<file path="src/rtl/serdes_pkg.sv">
// rtl/serdes_pkg.sv - shared comma constants, aligner state type and counter helper
package serdes_pkg;

    localparam logic [9:0] K28_5_RDN = 10'h17C;
    localparam logic [9:0] K28_5_RDP = 10'h283;
    localparam logic [6:0] COMMA_P   = 7'h7C;
    localparam logic [6:0] COMMA_N   = 7'h03;

    typedef enum logic [1:0] {
        HUNT   = 2'd0,
        VERIFY = 2'd1,
        LOCKED = 2'd2
    } align_state_t;

    function automatic logic [3:0] satInc(input logic [3:0] v);
        return (v == 4'hF) ? v : v + 4'd1;
    endfunction

endpackage

</file>
<file path="src/rtl/comma_detect.sv">
// rtl/comma_detect.sv - flags a K28.5 abcdeif comma at the bottom of a 10-bit window
module comma_detect
    import serdes_pkg::*;
(
    input  logic [9:0] window,
    output logic       hit
);

    // Only the oldest seven bits identify the comma; fghj are don't-care.
    logic unusedBits;
    assign unusedBits = ^window[9:7];

    assign hit = (window[6:0] == COMMA_P) || (window[6:0] == COMMA_N);

endmodule

</file>
<file path="src/rtl/comma_aligner.sv">
// rtl/comma_aligner.sv - serial K28.5 word aligner with lock/unlock hysteresis
module comma_aligner
    import serdes_pkg::*;
#(
    parameter int LOCK_CNT   = 3,
    parameter int UNLOCK_CNT = 3
) (
    input  logic       BitCLK,
    input  logic       Reset,
    input  logic       Serial_in,
    input  logic       Align_En,
    output logic [9:0] RxParallel_10,
    output logic       Word_Valid,
    output logic       Comma_Det,
    output logic       Locked,
    output logic       Realign
);

    localparam logic [3:0] LOCK_TGT   = 4'(LOCK_CNT);
    localparam logic [3:0] UNLOCK_TGT = 4'(UNLOCK_CNT);

    logic [9:0]   sr;
    logic [3:0]   ph;
    logic [3:0]   alignPh;
    align_state_t state;
    logic [3:0]   lockCnt;
    logic [3:0]   missCnt;

    align_state_t stateNext;
    logic [3:0]   alignPhNext;
    logic [3:0]   lockCntNext;
    logic [3:0]   missCntNext;
    logic         realignNext;
    logic         emit;
    logic         hit;
    logic         aligned;
    logic [3:0]   lockInc;
    logic [3:0]   missInc;

    comma_detect uDetect (
        .window (sr),
        .hit    (hit)
    );

    assign aligned = (ph == alignPh);
    assign lockInc = satInc(lockCnt);
    assign missInc = satInc(missCnt);

    always_comb begin
        stateNext   = state;
        alignPhNext = alignPh;
        lockCntNext = lockCnt;
        missCntNext = missCnt;
        realignNext = 1'b0;
        emit        = 1'b0;
        case (state)
            HUNT: begin
                if (hit && Align_En) begin
                    emit        = 1'b1;
                    alignPhNext = ph;
                    lockCntNext = 4'd1;
                    missCntNext = 4'd0;
                    realignNext = 1'b1;
                    stateNext   = (LOCK_TGT == 4'd1) ? LOCKED : VERIFY;
                end
            end
            VERIFY: begin
                emit = aligned;
                if (hit && aligned) begin
                    lockCntNext = lockInc;
                    if (lockInc == LOCK_TGT) begin
                        stateNext   = LOCKED;
                        missCntNext = 4'd0;
                    end
                end else if (hit && Align_En) begin
                    alignPhNext = ph;
                    lockCntNext = 4'd1;
                    realignNext = 1'b1;
                end
            end
            LOCKED: begin
                emit = aligned;
                if (hit && aligned) begin
                    missCntNext = 4'd0;
                end else if (hit && Align_En) begin
                    // Only a run of misaligned commas moves a locked boundary.
                    if (missInc == UNLOCK_TGT) begin
                        alignPhNext = ph;
                        lockCntNext = 4'd1;
                        missCntNext = 4'd0;
                        realignNext = 1'b1;
                        stateNext   = (LOCK_TGT == 4'd1) ? LOCKED : VERIFY;
                    end else begin
                        missCntNext = missInc;
                    end
                end
            end
            default: stateNext = HUNT;
        endcase
    end

    always_ff @(posedge BitCLK) begin
        if (Reset) begin
            sr            <= '0;
            ph            <= '0;
            alignPh       <= '0;
            state         <= HUNT;
            lockCnt       <= '0;
            missCnt       <= '0;
            RxParallel_10 <= '0;
            Word_Valid    <= 1'b0;
            Comma_Det     <= 1'b0;
            Locked        <= 1'b0;
            Realign       <= 1'b0;
        end else begin
            sr      <= {Serial_in, sr[9:1]};
            ph      <= (ph == 4'd9) ? 4'd0 : ph + 4'd1;
            alignPh <= alignPhNext;
            state   <= stateNext;
            lockCnt <= lockCntNext;
            missCnt <= missCntNext;
            if (emit) begin
                RxParallel_10 <= sr;
            end
            Word_Valid <= emit;
            Comma_Det  <= emit && hit;
            Locked     <= (stateNext == LOCKED);
            Realign    <= realignNext;
        end
    end

endmodule

</file>
<file path="config.mk">
export PLATFORM = sky130hd
export DESIGN_NAME = comma_aligner
export DESIGN_NICKNAME = d
export VERILOG_FILES = /design/src/rtl/serdes_pkg.sv /design/src/rtl/comma_detect.sv /design/src/rtl/comma_aligner.sv
export SDC_FILE = /design/constraint.sdc
export NUM_CORES = 1
export LEC_CHECK = 0
export CORE_MARGIN = 4
export CORE_UTILIZATION = 61
export DETAILED_ROUTE_END_ITERATION = 6
export PLACE_DENSITY_LB_ADDON = 0.08
export SLEW_MARGIN = 20
export SYNTH_ARGS = -nofsm -noshare
export SYNTH_HDL_FRONTEND = slang
export SYNTH_SLANG_ARGS = --single-unit
export TNS_END_PERCENT = 30
</file>
<file path="constraint.sdc">
create_clock -name BitCLK -period 5.89 [get_ports BitCLK]
set_clock_uncertainty 0.15 [all_clocks]
set_input_delay 1.178 -clock BitCLK [delete_from_list [all_inputs] [get_ports BitCLK]]
set_output_delay 1.178 -clock BitCLK [all_outputs]
set_load 0.03 [all_outputs]
</file>
==> results of run 1 <==
[metal layers]
layer	vias to the layer above	global-route usage [%]
met5	-	0
met4	0	5.96
met3	10	5.47
met2	38	36.8
met1	756	23.2
li1	788	-
[synthesized netlist by cell type (4+ instances only)]
cell / n
dfxtp_1: 42
nor2_1: 25
mux2i_1: 14
a21oi_1: 13
nor2b_1: 10
ha_1: 9
nand2_1: 8
nand3_1: 8
o21ai_0: 8
inv_1: 7
nand2b_1: 7
xnor2_1: 6
nor3_1: 4
[placed cells by master (no fill, tap or decap), types with 3 or more instances in the layout]
cell	synthesis	layout
clkdlybuf4s50_1	0	17
mux2i_1	14	14
dfxtp_1	42	42
ha_1	9	9
nand2_1	8	8
inv_1	7	7
nor3_1	4	4
and2_1	3	3
a21oi_1	13	13
nand3b_1	3	3
clkbuf_4	0	5
nand3_1	8	8
nor2b_1	10	10
nor2_1	25	25
nand2b_1	7	7
o21ai_0	8	8
xnor2_1	6	6
[metrics by stage]
step / std cells / cell area (µm²) / power [W]
global route: 274 / 2310 / 0.000519
floorplan: 210 / 2030 / 0.000310
global placement: 266 / 2230 / 0.000315
detailed placement: 266 / 2230 / 0.000316
CTS: 274 / 2310 / 0.000499
finish: 274 / 2310 / 0.000497
[kinds of logic after synthesis]
family / Yosys count / synth area share, %
AOI/OAI and AO/OA: 42 / 17.5
and+or+nand+nor: 83 / 22.8
muxes: 14 / 6.91
buffers and inverters: 13 / 2.78
xor gates and xnor gates: 7 / 3.02
adders and majority gates: 9 / 5.55
DFF: 42 / 41.5
[power breakdown]
| group | internal [W] | switching [W] | total (W) |
|---|---|---|---|
| sequential | 0.000287 | 0.00000378 | 0.000291 |
| combinational | 0.00000791 | 0.0000116 | 0.0000195 |
| clock | 0.0000890 | 0.0000976 | 0.000187 |
[flip-flops by register name, summed over array words and instances, names as in the netlist]
register,count
RxParallel_10,10
ph,4
Word_Valid,1
Comma_Det,1
lockCnt,4
sr,10
Realign,1
alignPh,4
Locked,1
state,2
missCnt,4
[cell type report]
| type | instances | area [µm²] |
|---|---|---|
| sequential | 42 | 841 |
| fill | 242 | 815 |
| multi-input combinational | 155 | 1130 |
| clock inverter | 3 | 45.0 |
| timing repair buffer | 18 | 178 |
| tap | 44 | 55.1 |
| clock buffer | 5 | 37.5 |
| inverter | 7 | 26.3 |
[worst min-delay path by stage]
| stage | startpoint | endpoint | slack [ns] | depth (start not counted) |
|---|---|---|---|---|
| 5_1_grt | sr[8]$_SDFF_PP0_ | sr[7]$_SDFF_PP0_ | 0.33 | 1 |
| 3_3_place_gp | sr[8]$_SDFF_PP0_ | sr[7]$_SDFF_PP0_ | 0.30 | 1 |
| 4_1_cts | sr[8]$_SDFF_PP0_ | sr[7]$_SDFF_PP0_ | 0.33 | 1 |
| 6_report | sr[8]$_SDFF_PP0_ | sr[7]$_SDFF_PP0_ | 0.32 | 1 |
| 2_1_floorplan | sr[7]$_SDFF_PP0_ | sr[6]$_SDFF_PP0_ | 0.29 | 1 |
| 3_5_place_dp | sr[8]$_SDFF_PP0_ | sr[7]$_SDFF_PP0_ | 0.32 | 1 |
==> metrics.md, run 1 <==
| Metric | Value |
|---|---|
| Sequential area share after synthesis | 41.5% |
| Syn avg cell area | 9.66 µm² |
| YS warnings | 0 |
| CTS clk-pin slew, worst paths | 0.13 ns |
| Largest net degree at the start of global routing | 42 |
| Total Wirelength | 3980 µm |
| Number of global-route vias before repair | 1,581 |
| Share of cells above drive strength 1 | 8.26% |
| Antenna diode count | 0 |
| CTS tree | done |
| Crit-path max FO | 8 |
| WP depth | 7 |
| Die H | 65.7 µm |
| CP Capture Type | register |
| Tmin final | 3.11 ns |
| R2R Path End | alignPh[1]$_SDFFE_PP0P_ |
| Crit share post-route | 52.8% |
| Final core utilization | 74.0% |
| Ports | 18 |
| Avg WL per Cell | 14.5 µm |
| Critical Path, Cell by Cell | clkdlybuf4s50_1 -> or4bb_1 -> o22a_1 -> a21oi_1 -> o211a_4 -> a21boi_0 -> o21ba_2 |
| Yosys top cell by area | dfxtp_1 |
| Hold Path Class | register to register |
| CTS Buf Count | 5 |
| Max rail drop VDD | 0.225 mV |
| First DRT Iteration DRCs | 103 |
| Nets | 242 |
| Post-DP HPWL | 2890 µm |
| Antenna violations before repair | 0 |
| Worst setup path category | input pin to register |
| First-pass GRT wire length | 7020 µm |
| Vias | 1,592 |
| Top cell type's share of synthesized area | 41.5% |
| R2r setup slk | 3.18 ns |
| Startpoint Class | input pin |
| Synth area leaders | dfxtp_1 41%, mux2i_1 6.9%, ha_1 5.6%, nor2_1 4.6%, a21oi_1 3.2% |
| Worst EP arrival | 3.22 ns |
| Max incr delay on CP | 0.53 ns |
| Clock sink total | 42 |
| Max-slew headroom | 52.6% |
| Final setup viols | 0 |
| #FFs+latches synth | 42 |
| Wire length on met3 | 182 µm |
| Max Cap Viol | 0 |
| Via/cell ratio | 5.81 |
| Syn_nets | 223 |
| F_max | 322 MHz |
| Largest delay share family, worst path | compound AO/OA/AOI/OAI gates |
| Routability cong. | 0.935 |
| # DRC | 0 |
| Worst Setup EP | missCnt[1]$_SDFFE_PP0P_ |
| Detail Route Antenna Nets | 0 |
| DR pass1 iterations | 6 |
| CP Buf/Inv Count | 1 |
| Status | finished, final reports clean |
| Pre-CTS setup slack | 2.42 ns |
| Core area | 3130 µm² |
| Post-Synthesis Cell Area | 2030 µm² |
| Starting Density | 64.8% |
| Clk buf depth | 2 |
| Slowest cell on the critical path | clkdlybuf4s50_1 |
| Unique masters post-synth | 50 |
| Synth Flop Type | dfxtp_1 |
| WP data required | 6.01 ns |
| Reg2reg start | missCnt[0]$_SDFFE_PP0P_ |
| RSZ-0062 raised after global routing | no |
| Worst skew pair latency | 0.36 ns |
| P&R area growth vs syn | 14.1% |
| Hold WS | 0.317 ns |
| WL met1 | 1750 µm |
| Power per cell area | 215 nW/µm² |
| Met2 routed WL | 1980 µm |
| Die width | 65.7 µm |
| Worst Setup SP | Align_En |
| Number of synthesized flops with an enable pin | 0 |
| Post-CTS Setup Bufs | 0 |
| Final hold vios | 0 |
| Top Layer Used | met4 |
| Hold-fix buffer count after cts | 0 |
| R2R cell count | 7 |
| Worst setup margin | 2.78 ns |
| CTS resizes | 0 |
| Total gr overflow | 0 |
| FP Rows | 20 |
| Actual slew at the worst max-slew pin | 0.701 ns |
| CTS root buf | clkbuf_4 |
| Die area | 4310 µm² |
| PortBufs | 17 |
| H-tree depth | 2 |
| Pleak | 0.825 nW |
| Final Slew Violations | 0 |
| Total track usage | 20.4% |
| Post-synthesis async set-or-reset flop share | 0% |
| Setup TNS | 0 ns |
| Cell count after synthesis | 210 |
No activity file was read; power rests on OpenSTA's default activity.
==> run 2, diff against run 1 <==
Settings changed: CORE_UTILIZATION 61 to 56.
Clock period 5.89 ns to 3.2 ns, I/O delays scaled along.
==> run 2 against run 1 <==
Total power grew 83%. Cell count grew 1.1%. Non-clock buffer count grew 1. Count of clock-buffer cells in the layout grew 1. Routed wire length shrank 3.2%. Final area grew 0.27%. Critical path type unchanged.
==> metrics.md, run 2 (synthesis results as in run 1) <==
| Metric | Value |
|---|---|
| RSZ-0062 raised after global routing | no |
| Placement Cell Area | 2240 µm² |
| Storage cell area | 841 µm² |
| Setup TNS | 0 ns |
| Worst EP arrival | 2.69 ns |
| Max rail drop VDD | 0.358 mV |
| Antenna diode count | 0 |
| Routability cong. | 0.881 |
| F_max | 387 MHz |
| Starting Density | 59.4% |
| Power per cell area | 391 nW/µm² |
| Detail Route Antenna Nets | 0 |
| Largest regs | RxParallel_10 x10, sr x10 |
| Clock sink total | 42 |
| Pleak | 0.831 nW |
| Actual slew at the worst max-slew pin | 0.594 ns |
| Clk buf depth | 2 |
| Crit share post-route | 80.8% |
| Max Cap Viol | 0 |
| Total gr overflow | 0 |
| Vias | 1,609 |
| Hold WS | 0.329 ns |
| CTS Buf Count | 5 |
| First-pass GRT wire length | 6830 µm |
| Tmin final | 2.59 ns |
| Status | finished, final reports clean |
| Final setup viols | 0 |
| Most common cell after layout, fill and taps aside | dfxtp_1 |
| CTS resizes | 0 |
| Antenna violations before repair | 0 |
| H-tree depth | 2 |
| Most frequent cells in the layout | 42 x dfxtp_1, 25 x nor2_1, 17 x clkdlybuf4s50_1, 14 x mux2i_1, 13 x a21oi_1 |
| # DRC | 0 |
| Fillers | 276 |
| Final core utilization | 67.9% |
| Worst Setup SP | Align_En |
| Max-slew headroom | 60.4% |
| Final instance area | 2320 µm² |
| Die H | 68.2 µm |
| CTS tree | done |
| R2R Path End | lockCnt[2]$_SDFFE_PP0P_ |
| CTS root buf | clkbuf_4 |
| Worst skew pair latency | 0.35 ns |
| Worst Setup EP | missCnt[1]$_SDFFE_PP0P_ |
| DR pass1 iterations | 6 |
| PortBufs | 17 |
| Crit-path max FO | 8 |
| Total track usage | 19.4% |
| Reg2reg start | sr[2]$_SDFF_PP0_ |
| Hold Path Class | register to register |
| CTS clk-pin slew, worst paths | 0.12 ns |
| Startpoint Class | input pin |
| Via/cell ratio | 5.81 |
| Share of cells above drive strength 1 | 8.23% |
| Worst setup path category | input pin to register |
| Die width | 68.2 µm |
| P&R area growth vs syn | 14.4% |
| Avg WL per Cell | 13.9 µm |
| FP Rows | 21 |
| WP data required | 3.30 ns |
| Multi-input gate area | 1130 µm² |
| CP Capture Type | register |
| Number of global-route vias before repair | 1,623 |
| R2r setup slk | 0.72 ns |
| Hold-fix buffer count after cts | 0 |
| R2R cell count | 6 |
| First DRT Iteration DRCs | 76 |
| Total Wirelength | 3850 µm |
| Core area | 3420 µm² |
| Die area | 4650 µm² |
| Post-DP HPWL | 2800 µm |
| Post-CTS Setup Bufs | 0 |
| Final Slew Violations | 0 |
| Largest net degree at the start of global routing | 34 |
| Nets | 243 |
| Final hold vios | 0 |
| Ports | 18 |
run 2: changes by cell type in the layout (fill, tap and decap cells not counted):
cell        delta
clkinvlp_4     -1
clkbuf_1       +1
buf_4          +1
run 2: layer usage:
metal	track usage (%)	part of all wire (%)	vias to the layer above
li1	-	-	789
met1	22.9	45	753
met2	33.2	48	55
met3	4.93	5.3	12
met4	8.19	2.0	0
met5	0	0	-
run 2: final cells by class:
cell class                 count  area share (%)
multi-input combinational    155            48.8
tap                           46            2.48
timing repair buffer          19            7.98
sequential                    42            36.2
inverter                       7            1.13
clock inverter                 2            1.62
clock buffer                   6            1.78
run 2: worst min path at each step:
stage	startpoint	to	slack, ns	depth (start not counted)
floorplan	sr[7]$_SDFF_PP0_	sr[6]$_SDFF_PP0_	0.29	1
global placement	sr[9]$_SDFF_PP0_	sr[8]$_SDFF_PP0_	0.30	1
detailed placement	sr[9]$_SDFF_PP0_	sr[8]$_SDFF_PP0_	0.31	1
CTS	sr[9]$_SDFF_PP0_	sr[8]$_SDFF_PP0_	0.33	1
global route	sr[9]$_SDFF_PP0_	sr[8]$_SDFF_PP0_	0.35	1
finish	sr[9]$_SDFF_PP0_	sr[8]$_SDFF_PP0_	0.33	1
run 2: stage by stage:
stage / total power (W) / setup slack [ns] / cells
2_1_floorplan: 0.000570 / 0.903 / 210
3_3_place_gp: 0.000581 / 0.305 / 269
3_5_place_dp: 0.000583 / 0.252 / 269
4_1_cts: 0.000914 / 0.628 / 277
5_1_grt: 0.000945 / 0.550 / 277
6_report: 0.000907 / 0.613 / 277
run 2: report_power, final:
group / total (W) / internal (W) / leakage, nW / switching, W
logic: 0.0000365 / 0.0000145 / 0.454 / 0.0000220
clock network: 0.000335 / 0.000165 / 0.0385 / 0.000170
registers: 0.000535 / 0.000528 / 0.339 / 0.00000700
total: 0.000907 / 0.000707 / 0.831 / 0.000199
run 2: worst max-delay path: stages:
cell and delay (ns):
clkdlybuf4s50_1 0.54, or4bb_1 0.49, o22a_1 0.25, a21oi_1 0.22, o211a_4 0.25, a21boi_0 0.09, o21ba_2 0.21
==> run 3, diff against run 2 <==
Clock period 3.2 ns to 2.65 ns, I/O delays scaled along.
==> run 3 against run 2 <==
Register-to-register slack worse by 0.54 ns. Flip-flop and latch count unchanged. Largest power group unchanged. Sequential share of layout area down 0.48 points. Cell count up 1.1%. Combinational power up 23%. Highest routed layer unchanged. Final area up 1.3%. First-iteration DRC count up 49%. Global-route usage down 0.21 points. Count of clock-buffer cells in the layout unchanged. Non-clock buffer count up 3.
==> metrics.md, run 3 (synthesis results as in run 1) <==
| Metric | Value |
|---|---|
| Max Cap Viol | 0 |
| F_max | 405 MHz |
| Antenna diode count | 0 |
| P&R area growth vs syn | 15.9% |
| Antenna violations before repair | 0 |
| Actual slew at the worst max-slew pin | 0.411 ns |
| Crit share post-route | 93.2% |
| Final instance area | 2350 µm² |
| Status | finished, final reports clean |
| Worst setup path category | register to register |
| Min-delay src | sr[7]$_SDFF_PP0_ |
| Die H | 68.2 µm |
| Reg2reg start | sr[3]$_SDFF_PP0_ |
| Final Slew Violations | 0 |
| Via/cell ratio | 5.62 |
| Post-DP HPWL | 2820 µm |
| Avg WL per Cell | 14.0 µm |
| Hold Path Class | register to register |
| Hold depth | 1 |
| Top Layer Used | met4 |
| Total Wirelength | 3920 µm |
| Most frequent cells in the layout | 42 x dfxtp_1, 25 x nor2_1, 17 x clkdlybuf4s50_1, 14 x mux2i_1, 13 x a21oi_1 |
| FP Rows | 21 |
| Core area | 3420 µm² |
| Wire length on met3 | 132 µm |
| Critical Path, Cell by Cell | or4b_4 -> o32a_4 -> o31ai_4 -> o211a_4 -> a41oi_2 -> a211oi_2 |
| Clock sink total | 42 |
| Ports | 18 |
| Final core utilization | 68.8% |
| Die width | 68.2 µm |
| Clk buf depth | 2 |
| Final setup viols | 0 |
| Pleak | 0.846 nW |
| CTS clk-pin slew, worst paths | 0.13 ns |
| Worst skew pair latency | 0.35 ns |
| R2R Path End | missCnt[3]$_SDFFE_PP0P_ |
| Tmin final | 2.47 ns |
| Largest regs | RxParallel_10 x10, sr x10 |
| Total gr overflow | 0 |
| H-tree depth | 2 |
| Crit-path max FO | 7 |
| Detail Route Antenna Nets | 0 |
| Multi-input gate area | 1140 µm² |
| WL met1 | 1840 µm |
| Storage cell area | 841 µm² |
| CTS Buf Count | 5 |
| CTS tree | done |
| Number of global-route vias before repair | 1,594 |
| Routability cong. | 0.923 |
| CP Capture Type | register |
| Setup TNS | 0 ns |
| CTS root buf | clkbuf_4 |
| R2R cell count | 6 |
| Startpoint Class | register |
| Fillers | 268 |
| Die area | 4650 µm² |
| R2r setup slk | 0.18 ns |
| Max-slew headroom | 72.6% |
| Nets | 246 |
| # DRC | 0 |
| Worst EP arrival | 2.60 ns |
| Most common cell after layout, fill and taps aside | dfxtp_1 |
| Max rail drop VDD | 0.354 mV |
| First DRT Iteration DRCs | 113 |
| Hold Path Sink | sr[6]$_SDFF_PP0_ |
| RSZ-0062 raised after global routing | no |
| Placement Cell Area | 2260 µm² |
| Hold WS | 0.324 ns |
| Final hold vios | 0 |
| DR pass1 iterations | 4 |
| Max incr delay on CP | 0.57 ns |
| Slowest cell on the critical path | or4b_4 |
| Post-CTS Setup Bufs | 0 |
| WP data required | 2.78 ns |
| Vias | 1,573 |
| Share of cells above drive strength 1 | 9.40% |
| Power per cell area | 465 nW/µm² |
| First-pass GRT wire length | 6780 µm |
| Total track usage | 19.2% |
| Met2 routed WL | 1880 µm |
| Largest net degree at the start of global routing | 41 |
| PortBufs | 17 |
| Starting Density | 59.4% |
-- run 3: cell count changes in the layout (fill, tap and decap cells not counted) --
cell / delta
nor4_2: -1
nor4_4: +1
buf_4: +3
-- run 3: what timing repair did --
item | 4_1_cts | 5_1_grt
setup endpoints to repair | 0 | 1
resized for setup | 0 | 1
hold buffers | 0 | 0
-- run 3: area by class of cell --
cell class                 count  area share [%]
multi-input combinational    155            48.5
inverter                       7            1.12
tap                           46            2.45
sequential                    42            35.8
timing repair buffer          22            8.83
clock inverter                 2            1.60
clock buffer                   6            1.76
-- run 3: power breakdown --
group / total, W / leakage [nW] / switching, W / internal, W
sequential: 0.000646 / 0.339 / 0.00000871 / 0.000638
combinational: 0.0000448 / 0.468 / 0.0000264 / 0.0000184
clock: 0.000403 / 0.0385 / 0.000204 / 0.000199
-- run 3: critical path: cells and delay by family (launching register included) --
kind,cells,cell delay (ns)
AO/OA/AOI/OAI,5,1.33
flip-flops,1,0.37
AND/OR/NAND/NOR,1,0.57
-- run 3: through the flow --
stage	std cells	worst slack, ns	power [W]
after CTS	280	0.184	0.00111
after global routing	280	0.0437	0.00115
after floorplan	210	0.353	0.000689
final	280	0.179	0.00109
after detailed placement	272	-0.0812	0.000705
after global placement	272	-0.0488	0.000702
-- run 3: worst max-delay path by stage --
stage | from | to | slack [ns] | cells after the start
final | sr[3]$_SDFF_PP0_ | missCnt[3]$_SDFFE_PP0P_ | 0.18 | 6
after global routing | sr[2]$_SDFF_PP0_ | RxParallel_10[6]$_SDFFE_PP0P_ | 0.04 | 6
after CTS | sr[2]$_SDFF_PP0_ | missCnt[3]$_SDFFE_PP0P_ | 0.18 | 6
after detailed placement | Align_En | missCnt[1]$_SDFFE_PP0P_ | -0.08 | 7
after global placement | Align_En | missCnt[1]$_SDFFE_PP0P_ | -0.05 | 7
after floorplan | sr[2]$_SDFF_PP0_ | missCnt[1]$_SDFFE_PP0P_ | 0.35 | 6
-- run 3: layer usage --
layer | up-vias | track usage, %
met5 | - | 0
met4 | 0 | 9.43
li1 | 794 | -
met1 | 734 | 24.1
met2 | 39 | 30.2
met3 | 6 | 5.25
